$ cat config.mk
export PLATFORM = sky130hd
export DESIGN_NAME = dual_input_debounce
export DESIGN_NICKNAME = d
export VERILOG_FILES = /design/src/rtl/dual_input_debounce.sv
export SDC_FILE = /design/constraint.sdc
export NUM_CORES = 1
export LEC_CHECK = 0
export CAP_MARGIN = 20
export CELL_PAD_IN_SITES_DETAIL_PLACEMENT = 1
export CELL_PAD_IN_SITES_GLOBAL_PLACEMENT = 2
export CORE_MARGIN = 2
export CORE_UTILIZATION = 34
export DETAILED_ROUTE_END_ITERATION = 10
export MAX_ROUTING_LAYER = met4
export PLACE_DENSITY = 0.76
export SLEW_MARGIN = 15
export SYNTH_ARGS = -nofsm -noshare
export SYNTH_HDL_FRONTEND = slang
export SYNTH_SLANG_ARGS = --single-unit
$ cat constraint.sdc
create_clock -name clk -period 2.5 [get_ports clk]
set_input_delay 0.625 -clock clk [delete_from_list [all_inputs] [get_ports clk]]
set_output_delay 0.625 -clock clk [all_outputs]
set_load 0.01 [all_outputs]
$ cat src/rtl/dual_input_debounce.sv
// Two-channel 2-flop synchronizer + stability-counter debouncer feeding simple_or.in_a/in_b.
// Optional macro DEBOUNCE_EDGE_EN adds registered one-cycle rising-edge pulses on out_a_rise/out_b_rise.
module dual_input_debounce #(
  parameter int DEBOUNCE_CYCLES = 16
) (
  input  logic clk,
  input  logic rst,
  input  logic in_raw_a,
  input  logic in_raw_b,
  output logic out_a,
  output logic out_b,
  output logic out_a_rise,
  output logic out_b_rise
);

  localparam int CNT_W = $clog2(DEBOUNCE_CYCLES + 1);
  localparam logic [CNT_W-1:0] CNT_LAST = CNT_W'(DEBOUNCE_CYCLES - 1);

  generate
    if (DEBOUNCE_CYCLES < 1) begin : g_bad_param
      $error("dual_input_debounce: DEBOUNCE_CYCLES must be >= 1");
    end
  endgenerate

  // Index 0 is channel A, index 1 is channel B; the channels share no state.
  logic [1:0]       s1;
  logic [1:0]       s2;
  logic [1:0]       lvl;
  logic [1:0]       lvl_nxt;
  logic [CNT_W-1:0] cnt     [2];
  logic [CNT_W-1:0] cnt_nxt [2];

  always_comb begin
    for (int i = 0; i < 2; i++) begin
      lvl_nxt[i] = lvl[i];
      cnt_nxt[i] = '0;
      if (s2[i] != lvl[i]) begin
        if (cnt[i] == CNT_LAST) begin
          lvl_nxt[i] = s2[i];
        end else begin
          cnt_nxt[i] = cnt[i] + CNT_W'(1);
        end
      end
    end
  end

  always_ff @(posedge clk) begin
    if (rst) begin
      s1  <= '0;
      s2  <= '0;
      lvl <= '0;
      for (int i = 0; i < 2; i++) begin
        cnt[i] <= '0;
      end
    end else begin
      s1  <= {in_raw_b, in_raw_a};
      s2  <= s1;
      lvl <= lvl_nxt;
      for (int i = 0; i < 2; i++) begin
        cnt[i] <= cnt_nxt[i];
      end
    end
  end

  assign out_a = lvl[0];
  assign out_b = lvl[1];

`ifdef DEBOUNCE_EDGE_EN
  // Pulse lines up with the first cycle the debounced level reads 1.
  logic [1:0] rise;

  always_ff @(posedge clk) begin
    if (rst) begin
      rise <= '0;
    end else begin
      rise <= lvl_nxt & ~lvl;
    end
  end

  assign out_a_rise = rise[0];
  assign out_b_rise = rise[1];
`else
  assign out_a_rise = 1'b0;
  assign out_b_rise = 1'b0;
`endif

endmodule

After elaboration in Yosys (flattened, before gate mapping)
Memories as Yosys holds them, arrays and structs flattened. Cells that the tools add are included.

Memories: 1. Flip-flop bits (word level): 6. Output and inout port bits: 4. Bits of input ports: 4. RAM bits: 10. Word-level logic and storage cells: 24.

Memory list: cnt (depth 2, bits a word 5, rd ports 2, clocked after memory_dff 0, write ports 2, line 30) `logic [CNT_W-1:0] cnt [2];`.

Eq/ne operators: 4. $add $sub $neg: 2. Bitwise logic cells: 2. Reductions and logical operators: 2. Multiplexer cells: 9.

Operator list (number): 2-to-1 mux 5 bit (6); adder 5 x 1 -> 5 bit (second input constant) (2); == test 5 x 4 -> 1 bit (second input constant) (2); AND reduction 2 bit (2); 2-to-1 mux 1 bit (3); != test 1 bit (2); bitwise OR 1 bit (2).

Logic depth before layout (Yosys ltp)
Gate-level depths: netlist (run 1). An unclocked memory read counts as a cell.

Depth after elaboration: 5. Depth in mapped cells: 5. Mapped depth without buffers: 5.

Worst setup path before layout (run 1)
Ideal clock, no wire load.

Path kind: flip-flop to flip-flop. From: memory cnt[0][0] (netlist bit). To: memory cnt[0][2] (netlist bit). Setup time: 0.064 ns. Setup slack: 1.083 ns. Cell stages (with the launch flop): 6. Buffers on the path: 0. Period minus slack after synthesis: 1.417 ns. Arrival: 1.353 ns. Required time: 2.436 ns. Cell sequence: dfxtp_1 ha_1 and3_1 ha_1 or3_4 nor2_1.

RTL lines (line): start: declaration (30).

Worst setup path after layout (run 1)
From: register lvl[0]. To: output out_a.

RTL lines: start: declaration (line 28) `logic [1:0] lvl;`; start signal: assignment (line 58) `lvl <= lvl_nxt;`; end: declaration (line 10) `output logic out_a,`.

No word-level cell between the ends.

==> qor_table.md, run 1 <==
| Parameter | This run | Unit |
|---|---|---|
| Drt wl/cell | 9.938 | um |
| Max H-tree Level | 1 | - |
| Predominant post-synthesis flop cell | sky130_fd_sc_hd__dfxtp_1 | - |
| Type of the worst setup path | register to output pin | - |
| Leakage component of the power | 0.2602 | nW |
| Post-synthesis cell count | 57 | - |
| Crit path buf inv count | 1 | - |
| Io pins | 8 | - |
| Post-synth EDFFs | 0 | - |
| Number of setup violations in the final report | 0 | - |
| Count of warnings emitted by yosys | 0 | - |
| Slew Viols, Final | 0 | - |
| Fraction of layout instances using a drive strength above 1 | 7.813 | % |
| Max-cap violation count | 0 | - |
| Setup tns final | 0 | ns |
| Max Fanout on Critical Path | 3 | - |
| Initial standard-cell utilization of the core | 35.04 | % |
| Maximum number of pins on one net before global-route repair | 9 | - |
| Power per cell area | 595.7 | nW/um^2 |
| Data required, critical path | 1.88 | ns |
| Outcome | finished, final reports clean | - |
| Stage delay of the slowest cell on the critical path | 0.55 | ns |
| CORE AREA | 1689 | sq um |
| Area contributors post-synth | sky130_fd_sc_hd__dfxtp_1 54%, sky130_fd_sc_hd__ha_1 8.5%, sky130_fd_sc_hd__nor2_1 7.6%, sky130_fd_sc_hd__xnor2_1 5.9%, sky130_fd_sc_hd__nor2b_1 4.2% | - |
| Final hold slack | 0.4431 | ns |
| Startpoint kind of the worst setup timing path | register | - |
| Count of routing violations after the opening detailed-route iteration | 2 | - |
| Number of inserted diodes | 0 | - |
| Cell area after synthesis | 591.8 | sq um |
| Setup repair after global routing missed its margin | false | - |
| Tot Pwr | 0.4018 | mW |
| Arrival time reported for the critical path endpoint | 1.19 | ns |
| Cell family with the largest share of critical-path delay | buffers and inverters | - |
| Number of buffers added on ports | 5 | - |
| Fillers | 194 | - |
| Cells along the critical path | clkdlybuf4s50_1 | - |
| Wire length of the first global-routing pass | 1345 | um |
| TritonCTS Sinks | 16 | - |
| Launch point of the worst hold path | s1[0] | - |
| Library cell with the largest summed area after synthesis | sky130_fd_sc_hd__dfxtp_1 | - |
| Num CTS Buffers | 3 | - |
| Count of cells resized by post-cts repair | 0 | - |
| Final hold viol count | 0 | - |
| Library cell with the highest instance count after synthesis | sky130_fd_sc_hd__dfxtp_1 | - |
| Highest attainable clock frequency | 0.5501 | GHz |
| Yosys cell types | 13 | - |
| # nets final | 74 | - |
| Final global-route overflow total | 0 | - |
| Share of the core filled with cells in the final layout | 39.93 | % |
| Clock root buffer | sky130_fd_sc_hd__clkbuf_4 | - |
| X dimension of the die | 45.72 | um |
| Sequential fraction of the synthesis area | 54.12 | % |
| Slowest cell on the critical path | sky130_fd_sc_hd__clkdlybuf4s50_1 | - |
| Clock network latency to the later pin of the worst-skew pair | 0.27 | ns |
| Final wirelength | 805 | um |
| Part of the cycle the worst path needs | 72.71 | % |
| Number of antenna violations at the first check in global routing | 0 | - |
| Per-instance average area after synthesis | 10.38 | sq um |
| Clock Pin Slew Worst Setup and Hold Paths | 0.08 | ns |
| Global placement routability congestion | 0.5499 | - |
| Via count | 366 | - |
| Total routing usage reported by global routing | 9.848 | % |
| Number of detailed-routing iterations run before antenna repair | 4 | - |
| Worst Clk Skew | 0.0004341 | ns |
| Area Growth Syn to Fin | 13.95 | % |
| Die outline height | 45.72 | um |
| Area share of the largest cell type after synthesis | 54.12 | % |
| Number of hold-repair buffers added at the cts stage | 0 | - |
| DR vias/cell | 4.519 | - |
| Register bit count reported by yosys | 16 | - |
| DRC violation count after routing | 0 | - |
| Area occupied by multi-input gates | 245.2 | sq um |
| Commonest cells in the synthesized netlist | 16 x sky130_fd_sc_hd__dfxtp_1, 12 x sky130_fd_sc_hd__nor2_1 | - |
| Post CTS Setup Buffer Count | 0 | - |
| Peak VDD IR | 361.7 | uV |
| Worst Hold Class | register to register | - |
| Sequential cell area | 320.3 | sq um |
| Cell Rows | 15 | - |
| Die Footprint | 2090 | sq um |
| Clock tree from TritonCTS | done | - |
| Post-layout minimum cycle time | 1.818 | ns |
| Placed wire-length estimate after detailed placement | 627.3 | um |
| Critical path endpoint category | output pin | - |
| Post-route antenna net violation count | 0 | - |
| Fraction of registers with async set or reset after synthesis | 0 | % |
| Worst setup startpoint | lvl[0] | - |
| Number of buffers on the longest clock path | 2 | - |
| Startpoint of the lowest-slack register-to-register path | cnt[0][0] | - |
| Via count of the first global-routing pass | 342 | - |
[metrics by stage]
stage	worst slack [ns]	instances	cell area, sq um
floorplan	1.083	58	595.6
global placement	0.7100	78	651.9
detailed placement	0.6693	78	651.9
CTS	0.6561	81	674.4
global route	0.6284	81	674.4
finish	0.6823	81	674.4
[per-layer routing]
| layer | wire (um) | up-vias | global-route usage (%) |
|---|---|---|---|
| li1 | - | 191 | - |
| met5 | 0 | - | - |
| met3 | 51 | 2 | 3.571 |
| met4 | 11 | 0 | 6.857 |
| met2 | 337 | 10 | 13.52 |
| met1 | 404 | 163 | 11.82 |
[worst paths after layout]
path                     to  slack, ns  cells past startpoint
setup / recovery      out_a       0.68                      1
hold / removal        s2[0]       0.44                      1
setup reg to reg  cnt[0][2]       0.97                      5
hold reg to reg       s2[0]       0.44                      1
[logic make-up (layout without fill, tap and decap cells)]
logic type | Yosys count | count (layout) | share of synthesized area [%]
DFF | 16 | 16 | 54.12
buffers and inverters | 6 | 12 | 5.073
adders and majority gates | 4 | 4 | 8.457
and+or+nand+nor | 22 | 22 | 19.45
muxes | 2 | 2 | 3.383
xor gates and xnor gates | 6 | 6 | 8.879
other | 1 | 2 | 0.6336
[final cells by class]
type / count / share of cell area (%)
Timing Repair Buffer: 5 / 7.421
Clock buffer: 3 / 3.340
Multi-Input combinational cell: 36 / 36.36
Sequential cell: 16 / 47.50
Inverter: 4 / 2.226
Tap cell: 17 / 3.154
[where the power goes]
group | internal, mW | switching (mW) | total [mW]
registers | 0.259 | 0.00203 | 0.261
clock network | 0.0557 | 0.0713 | 0.127
logic | 0.00806 | 0.00608 | 0.0141
total | 0.322 | 0.0794 | 0.402
[placed cells by master (no fill, tap or decap), drive strengths merged]
master          n
xor2            2
clkbuf          3
mux2i           2
clkdlybuf4s50   5
conb            2
xnor2           4
dfxtp          16
or3             2
ha              4
and3            2
nor2b           4
inv             4
nor2           12
nand3           2
[sequential cells by signal (all words and copies together), names as in the netlist]
name,count
s2,2
lvl,2
cnt,10
s1,2
Power figures use the tool's default switching activity.
==> run 2, diff against run 1 <==
CORE_UTILIZATION = 28   (was 34)
PLACE_DENSITY = 0.67   (was 0.76)
clock period = 1.52 ns   (was 2.5 ns; I/O delays follow)
==> qor_table.md, run 2 (synthesis results as in run 1) <==
| Parameter | This run | Unit | Delta |
|---|---|---|---|
| Final global-route overflow total | 0 | - | unchanged |
| Area occupied by multi-input gates | 270.3 | sq um | +10% |
| Max-cap violation count | 0 | - | unchanged |
| Tot Pwr | 0.7391 | mW | +84% |
| Cell count after placement | 92 | - | +18% |
| Final hold viol count | 0 | - | unchanged |
| Initial standard-cell utilization of the core | 29.86 | % | -5.2 points |
| Cell-internal power | 0.5875 | mW | +82% |
| Count of routing violations after the opening detailed-route iteration | 3 | - | +1 |
| Cells along the critical path | ha_2 > and3_1 > ha_2 > or3_4 > nor2_1 | - |  |
| Number of hold-repair buffers added at the cts stage | 0 | - | unchanged |
| Share of total power in combinational logic | 3.8 | % | +0.3 points |
| Clock Pin Slew Worst Setup and Hold Paths | 0.09 | ns | about the same |
| Critical path endpoint category | register | - |  |
| Max Fanout on Critical Path | 5 | - | +2 |
| Fillers | 227 | - | +17% |
| Total routing usage reported by global routing | 8.906 | % | -0.94 points |
| Maximum number of pins on one net before global-route repair | 10 | - | +1 |
| Largest register FFs | 10 | - | unchanged |
| Number of buffers added on ports | 5 | - | unchanged |
| DR vias/cell | 3.990 | - | -12% |
| CORE AREA | 1982 | sq um | +17% |
| Slew Viols, Final | 0 | - | unchanged |
| Type of the worst setup path | register to register | - |  |
| Post CTS Setup Buffer Count | 0 | - | unchanged |
| Number of inserted diodes | 0 | - | unchanged |
| Setup repair after global routing missed its margin | false | - |  |
| Number of setup violations in the final report | 0 | - | unchanged |
| Post-layout minimum cycle time | 1.448 | ns |  |
| Placed wire-length estimate after detailed placement | 699.6 | um | +12% |
| Net switching share of the total power | 20.52 | % | +0.75 points |
| Switching power of the nets | 0.1516 | mW | +91% |
| Drt wl/cell | 9.292 | um | -6.5% |
| Max H-tree Level | 1 | - | unchanged |
| Outcome | finished, final reports clean | - |  |
| Number of antenna violations at the first check in global routing | 0 | - | unchanged |
| TritonCTS Sinks | 16 | - | unchanged |
| Number of non-filler instances in the completed layout | 96 | - | +19% |
| Crit path buf inv count | 0 | - | -1 |
| Slowest cell on the critical path | sky130_fd_sc_hd__or3_4 | - |  |
| Global placement routability congestion | 0.6597 | - | +20% |
| Setup tns final | 0 | ns | unchanged |
| Die Footprint | 2498 | sq um | +19% |
| Sequential cell area | 322.8 | sq um | +0.78% |
| Clock root buffer | sky130_fd_sc_hd__clkbuf_4 | - |  |
| Top register by number of flip-flops | cnt | - |  |
| Most prevalent standard cell on the critical path | sky130_fd_sc_hd__ha_2 | - |  |
| Via count of the first global-routing pass | 366 | - | +7.0% |
| Via count | 383 | - | +4.6% |
| Final wirelength | 892 | um | +11% |
| Wire length of the first global-routing pass | 1580 | um | +17% |
| Arrival time reported for the critical path endpoint | 1.67 | ns | +0.48 ns |
| X dimension of the die | 49.98 | um | +9.3% |
| Leakage component of the power | 0.2924 | nW | +12% |
| Number of buffers on the longest clock path | 2 | - | unchanged |
| Die outline height | 49.98 | um | +9.3% |
| Post-route antenna net violation count | 0 | - | unchanged |
| Power per cell area | 978.0 | nW/um^2 | +64% |
| DRC violation count after routing | 0 | - | unchanged |
| # nets final | 78 | - | +5.4% |
| Number of detailed-routing iterations run before antenna repair | 2 | - | -2 |
| Data required, critical path | 1.75 | ns | -0.13 ns |
| Cell Rows | 16 | - | +1 |
| Clock tree from TritonCTS | done | - |  |
| Num CTS Buffers | 3 | - | unchanged |
| Peak VDD IR | 487.1 | uV | +35% |
| Stage delay of the slowest cell on the critical path | 0.40 | ns | -0.15 ns |
| Worst Clk Skew | 0.002397 | ns | +0.001963 ns |
| Part of the power in registers | 58.0 | % | -6.9 points |
| Clock network latency to the later pin of the worst-skew pair | 0.28 | ns | about the same |
| Cell family with the largest share of critical-path delay | simple AND/OR/NAND/NOR gates | - |  |
| Most frequent cells in the layout | 14 x sky130_fd_sc_hd__dfxtp_1, 7 x sky130_fd_sc_hd__nor2_1 | - |  |
| Io pins | 8 | - | unchanged |
| Highest attainable clock frequency | 0.6908 | GHz |  |
| Leading cell type in the layout, fill and taps excluded | sky130_fd_sc_hd__dfxtp_1 | - |  |
| Fraction of layout instances using a drive strength above 1 | 28.99 | % | +21 points |
| Part of the cycle the worst path needs | 95.24 | % |  |
| Area Growth Syn to Fin | 27.70 | % |  |
| Startpoint kind of the worst setup timing path | register | - |  |
| Worst Hold Class | register to register | - |  |
| Clock network fraction of design power | 38.2 | % | +6.6 points |
run 2: path summary, 6_finish.rpt:
path | start | to | slack (ns) | depth (start not counted)
worst max-delay path | cnt[0][0] | cnt[0][3] | 0.07 | 5
worst min-delay path | cnt[0][0] | cnt[0][0] | 0.42 | 1
worst max register to register | cnt[0][0] | cnt[0][3] | 0.07 | 5
worst min register to register | cnt[0][0] | cnt[0][0] | 0.42 | 1
run 2: through the flow:
step	hold WS [ns]	util (%)	setup slack (ns)	instance area [sq um]
global route	0.4398	38.13	0.003375	755.7
finish	0.4224	38.13	0.07231	755.7
floorplan	0.4138	-	0.1030	595.6
CTS	0.4240	37.06	0.01156	734.5
global placement	0.4302	35.04	0.04358	694.4
detailed placement	0.4388	35.04	0.009782	694.4
run 2: metal layers:
layer  GRT usage (%)  up-vias  wire length, um
li1                -      198                -
met4           5.556        0                8
met1           11.30      175              422
met2           12.89        8              425
met5               -        -                0
met3           1.818        2               35
run 2: area by class of cell:
cell class / instances / area share, %
Sequential cell: 16 / 42.72
Multi-Input combinational cell: 36 / 35.76
Timing Repair Buffer: 9 / 10.26
Clock buffer: 4 / 4.801
Tap cell: 27 / 4.470
Inverter: 4 / 1.987
run 2: repair_timing:
action,4_1_cts,5_1_grt
gates resized for setup,5,8
pin swaps,2,4
setup endpoints to repair,5,10
run 2: power by group through the flow:
stage	logic [mW]	registers (mW)	clock network (mW)
floorplan	0.0158	0.438	0
global placement	0.0269	0.438	0
detailed placement	0.0272	0.438	0
CTS	0.0273	0.429	0.297
global route	0.0310	0.430	0.310
finish	0.0279	0.429	0.282
run 2: worst reg2reg max path, cell delays in order, from the launching register on:
cell and delay (ns):
sky130_fd_sc_hd__dfxtp_2 0.34, sky130_fd_sc_hd__ha_2 0.18, sky130_fd_sc_hd__and3_1 0.18, sky130_fd_sc_hd__ha_2 0.19, sky130_fd_sc_hd__or3_4 0.40, sky130_fd_sc_hd__nor2_1 0.10
==> run 3, diff against run 2 <==
clock period = 1.3 ns   (was 1.52 ns; I/O delays follow)
==> qor_table.md, run 3 (synthesis results as in run 1) <==
| Parameter | This run | Unit | Delta |
|---|---|---|---|
| Worst Clk Skew | 0.002347 | ns | -0.00005018 ns |
| Stage delay of the slowest cell on the critical path | 0.36 | ns | -0.04 ns |
| Setup slack after placement | -0.1064 | ns | -0.1162 ns |
| Largest register FFs | 10 | - | unchanged |
| Count of routing violations after the opening detailed-route iteration | 1 | - | -2 |
| Wire length of the first global-routing pass | 1600 | um | +1.3% |
| Setup repair after global routing missed its margin | true | - |  |
| Share of the core filled with cells in the final layout | 42.11 | % | +4.0 points |
| Fillers | 217 | - | -4.4% |
| Outcome | complete, but fails checks | - |  |
| Number of buffers added on ports | 5 | - | unchanged |
| Startpoint kind of the worst setup timing path | register | - |  |
| X dimension of the die | 49.98 | um | unchanged |
| Post-layout minimum cycle time | 1.340 | ns | -0.1072 ns |
| Top register by number of flip-flops | cnt | - |  |
| Max Fanout on Critical Path | 5 | - | unchanged |
| Die Footprint | 2498 | sq um | unchanged |
| Cell-internal power | 0.6883 | mW | +17% |
| Cell Rows | 16 | - | unchanged |
| Final global-route overflow total | 0 | - | unchanged |
| Final hold slack | 0.4507 | ns | +0.02823 ns |
| DRC violation count after routing | 0 | - | unchanged |
| Number of buffers on the longest clock path | 2 | - | unchanged |
| Part of the power in registers | 58.3 | % | +0.3 points |
| TritonCTS Sinks | 16 | - | unchanged |
| Worst Hold Class | register to register | - |  |
| Number of hold-repair buffers added at the cts stage | 0 | - | unchanged |
| Max-cap violation count | 0 | - | unchanged |
| Critical path endpoint category | register | - |  |
| Area after detailed placement | 774.5 | sq um | +12% |
| Data required, critical path | 1.52 | ns | -0.23 ns |
| Tot Pwr | 0.8608 | mW | +16% |
| Io pins | 8 | - | unchanged |
| Number of antenna violations at the first check in global routing | 0 | - | unchanged |
| Share of total power in combinational logic | 3.9 | % | about the same |
| Clock network fraction of design power | 37.8 | % | -0.4 points |
| Net switching share of the total power | 20.04 | % | -0.48 points |
| Clock tree from TritonCTS | done | - |  |
| Number of detailed-routing iterations run before antenna repair | 2 | - | unchanged |
| Via count of the first global-routing pass | 393 | - | +7.4% |
| Slowest cell on the critical path | sky130_fd_sc_hd__or3_4 | - |  |
| Num CTS Buffers | 3 | - | unchanged |
| DR vias/cell | 4.120 | - | +3.3% |
| Max H-tree Level | 1 | - | unchanged |
| Initial standard-cell utilization of the core | 29.86 | % | unchanged |
| Cell family with the largest share of critical-path delay | simple AND/OR/NAND/NOR gates | - |  |
| Leading cell type in the layout, fill and taps excluded | sky130_fd_sc_hd__dfxtp_1 | - |  |
| Clock Pin Slew Worst Setup and Hold Paths | 0.09 | ns | about the same |
| Fraction of layout instances using a drive strength above 1 | 39.73 | % | +11 points |
| Peak VDD IR | 562.3 | uV | +15% |
| # nets final | 82 | - | +5.1% |
| Total routing usage reported by global routing | 9.073 | % | +0.17 points |
| Maximum number of pins on one net before global-route repair | 10 | - | unchanged |
| Number of inserted diodes | 0 | - | unchanged |
| Clock network latency to the later pin of the worst-skew pair | 0.28 | ns | about the same |
| Type of the worst setup path | register to register | - |  |
| Placed wire-length estimate after detailed placement | 651 | um | -6.9% |
| Part of the cycle the worst path needs | 103.1 | % | +7.9 points |
| Clock root buffer | sky130_fd_sc_hd__clkbuf_4 | - |  |
| Via count | 412 | - | +7.6% |
| Global placement routability congestion | 0.6720 | - | +1.9% |
| Violations in the final reports | setup timing | - |  |
| Area of all placed cells without fillers | 834.6 | sq um | +10% |
| Power per cell area | 1031 | nW/um^2 | +5.5% |
| Slew Viols, Final | 0 | - | unchanged |
| Highest attainable clock frequency | 0.7460 | GHz | +8.0% |
| Cells along the critical path | ha_4 > and3_4 > ha_4 > or3_4 > nor2_1 | - |  |
| Die outline height | 49.98 | um | unchanged |
| Final hold viol count | 0 | - | unchanged |
| Drt wl/cell | 8.300 | um | -11% |
| Most frequent cells in the layout | 11 x sky130_fd_sc_hd__dfxtp_1, 8 x sky130_fd_sc_hd__nor2_1, 8 x sky130_fd_sc_hd__buf_4, 5 x sky130_fd_sc_hd__dfxtp_2 | - |  |
| Final wirelength | 830 | um | -7.0% |
| CORE AREA | 1982 | sq um | unchanged |
| Post-route antenna net violation count | 0 | - | unchanged |
| Number of setup violations in the final report | 7 | - | +7 |
| Worst setup margin | -0.04048 | ns | -0.1128 ns |
| Switching power of the nets | 0.1725 | mW | +14% |
| Area Growth Syn to Fin | 41.01 | % |  |
| Arrival time reported for the critical path endpoint | 1.56 | ns | -0.11 ns |
| Crit path buf inv count | 0 | - | unchanged |
| Leakage component of the power | 0.3124 | nW | +6.8% |
| Most prevalent standard cell on the critical path | sky130_fd_sc_hd__ha_4 | - |  |
## run 3: changes by cell type in the layout (fill, tap and decap cells not counted)
cell / change
sky130_fd_sc_hd__nor2_4: -1
sky130_fd_sc_hd__buf_4: +4
sky130_fd_sc_hd__dfxtp_2: +3
sky130_fd_sc_hd__and3_4: +2
sky130_fd_sc_hd__and3_1: -2
sky130_fd_sc_hd__nor2_1: +1
sky130_fd_sc_hd__ha_4: +4
sky130_fd_sc_hd__ha_1: -1
sky130_fd_sc_hd__dfxtp_1: -3
sky130_fd_sc_hd__ha_2: -3
## run 3: repair_timing
action                     in CTS  in global routing
gates resized for setup         2                  5
setup endpoints to repair      12                 12
pin swaps                       8                  0
setup buffers                   2                  0
## run 3: layout make-up
type,count,area (sq um),area share [%]
sequential,16,326.6,39.13
multi-input combinational,36,315.3,37.78
timing repair buffer,13,107.6,12.89
clock buffer,4,36.28,4.348
tap,27,33.78,4.048
inverter,4,15.01,1.799
## run 3: path summary, 6_finish.rpt
| check | start | endpoint | slack [ns] | cells after the start |
|---|---|---|---|---|
| worst max-delay path | cnt[0][6] | cnt[0][5] | -0.04 | 5 |
| worst min-delay path | s1[0] | s2[0] | 0.45 | 1 |
| worst max register to register | cnt[0][6] | cnt[0][5] | -0.04 | 5 |
| worst min register to register | s1[0] | s2[0] | 0.45 | 1 |
## run 3: power by group through the flow
stage | clock (mW) | combinational, mW | sequential (mW)
5_1_grt | 0.375 | 0.0385 | 0.503
3_5_place_dp | 0 | 0.0337 | 0.513
4_1_cts | 0.342 | 0.0337 | 0.502
6_report | 0.325 | 0.0335 | 0.502
2_1_floorplan | 0 | 0.0190 | 0.513
3_3_place_gp | 0 | 0.0331 | 0.513
## run 3: per-layer routing
layer | vias up | track usage, % | part of all wire [%]
li1 | 206 | - | -
met1 | 194 | 10.63 | 46
met2 | 8 | 12.89 | 46
met3 | 4 | 2.727 | 3.9
met4 | 0 | 6.944 | 3.3
met5 | - | - | 0
## run 3: per-stage QoR
| step | TNS (ns) | cells |
|---|---|---|
| 2_1_floorplan | -0.2217 | 58 |
| 3_3_place_gp | -0.7838 | 94 |
| 3_5_place_dp | -0.8654 | 94 |
| 4_1_cts | -0.2575 | 100 |
| 5_1_grt | -0.6479 | 100 |
| 6_report | -0.2014 | 100 |
==> patch (settings of run 1) <==
Register the outputs `out_a` and `out_b`; this adds one clock of latency there. The other outputs are not delayed to match.
--- a/src/rtl/dual_input_debounce.sv
+++ b/src/rtl/dual_input_debounce.sv
@@ -64,4 +64,6 @@
 
-  assign out_a = lvl[0];
-  assign out_b = lvl[1];
+  always_ff @(posedge clk) begin
+    out_a <= lvl[0];
+    out_b <= lvl[1];
+  end
 
Check against the original RTL: same outputs for any inputs over 10 cycles, from zero or initial values and one cycle with rst high; that may be too few to reach the edited logic, so the function may still have changed.
==> patch against run 1 <==
Sequential cell count rose by 2; utilization up 2.4 points; worst hold slack worse by 0.057 ns; wire length rose by 6.7%; critical path type unchanged; highest routed layer unchanged; worst setup slack better by 0.034 ns; final area increased by 9.5%; first-iteration DRC count is the same; power increased by 19%; area after synthesis is 6.8% higher.
==> patch: results (changes against run 1) <==
First-pass DRT Iterations 2 (was 4); worst vdd ir 0.250 mV (was 0.362 mV); LEAKAGE 0.284 nW (was 0.260 nW); fin worst setup slack 0.717 ns (was 0.682 ns); Non-Filler Instances 92 (was 81); first-pass GRT wire length 1.55 mm (was 1.35 mm); slack of the worst reg-to-reg path 0.98 ns; layout cells sized above 1 0.0896 (was 0.0781); wire per inst 9.34 um (was 9.94 um); GRT Util Overall 0.113 (was 0.0985); power density over the cells 647 nW/um2 (was 596 nW/um2); post-CTS setup repair buffer count 0 (unchanged); Hold Path Depth 0 (was 1); Seq/Total Area, Yosys 0.570 (was 0.541); Crit Path Max Fanout 1 (was 3); syn avg cell area 10.7 um2 (was 10.4 um2); I/O Buffers 5 (unchanged); run status completed (unchanged); hpwl dp 674 um (was 627 um); CTS Buffer Depth 2 (unchanged); Resized cells post-CTS 0 (unchanged); Worst-Skew Late Latency about 0.28 ns; Top delay family on crit path buffers and inverters (unchanged); top cells by area, synth dfxtp_1 (57%), ha_1 (7.9%), nor2_1 (7.1%), xnor2_1 (5.5%), nor2b_1 (4.0%) (was dfxtp_1 (54%), ha_1 (8.5%), nor2_1 (7.6%), xnor2_1 (5.9%), nor2b_1 (4.2%)); largest net degree at the start of global routing 11 (was 9); Layout Skew 0.000788 ns (was 0.000434 ns); CP endpoint out_b (was out_a); final hold vios 0 (unchanged); placed cell count 88 (was 78); asr flop ratio synth 0 (unchanged); Logic power comb about 14 uW; drt via density 4.20 (was 4.52); number of CTS-inserted buffers 3 (unchanged); CTS root buffer clkbuf_4 (unchanged); hold slack 0.386 ns (was 0.443 ns); min-delay worst type register to register (unchanged); vias in the first global route 359 (was 342); Setup WS pre-CTS 0.680 ns (was 0.669 ns); Cell variety after synth 13 (unchanged); r2r startpoint cnt[0][0] (unchanged); Worst Path Arrival 1.16 ns (was 1.19 ns); Area after DPL 702 um2 (was 652 um2); hold path startpoint lvl[1] (was s1[0]); GP Congestion 0.629 (was 0.550); switching power 90.5 uW (was 79.4 uW); Worst Setup SP out_b (was lvl[0]); Biggest register cnt (unchanged); Layout Nets 76 (was 74); Commonest cells post-synth dfxtp_1 (18), nor2_1 (12) (was dfxtp_1 (16), nor2_1 (12)); r2r worst-path depth 5 (unchanged); Clk. pwr 171 uW (was 127 uW); hold endpoint out_b (was s2[0]); ANT cells 0 (unchanged); YS warnings 0 (unchanged)
==> patch: logic make-up (layout without fill, tap and decap cells) <==
kind of cell / Yosys count / count (layout) / synth area share
xor+xnor: 6 / 6 / 0.0832
flops: 18 / 18 / 0.570
buf+inv: 6 / 13 / 0.0475
simple gates: 22 / 22 / 0.182
other cells: 1 / 2 / 0.00593
mux: 2 / 2 / 0.0317
fa+ha+maj: 4 / 4 / 0.0792
==> patch: final cells by class <==
type | instances | area [um2]
well taps | 25 | 31.3
inverters | 4 | 15.0
repair buffers | 5 | 50.0
clock buffers | 4 | 36.3
multi-input cells | 36 | 245
flip-flops and latches | 18 | 360
fillers | 204 | 1010
==> patch: per-layer routing <==
layer  vias up  part of all wire  track usage
li1        200                 -            -
met1       177              0.46        0.124
met2         7              0.48        0.156
met3         2             0.044       0.0462
met4         0             0.012        0.100
met5         -                 0            -
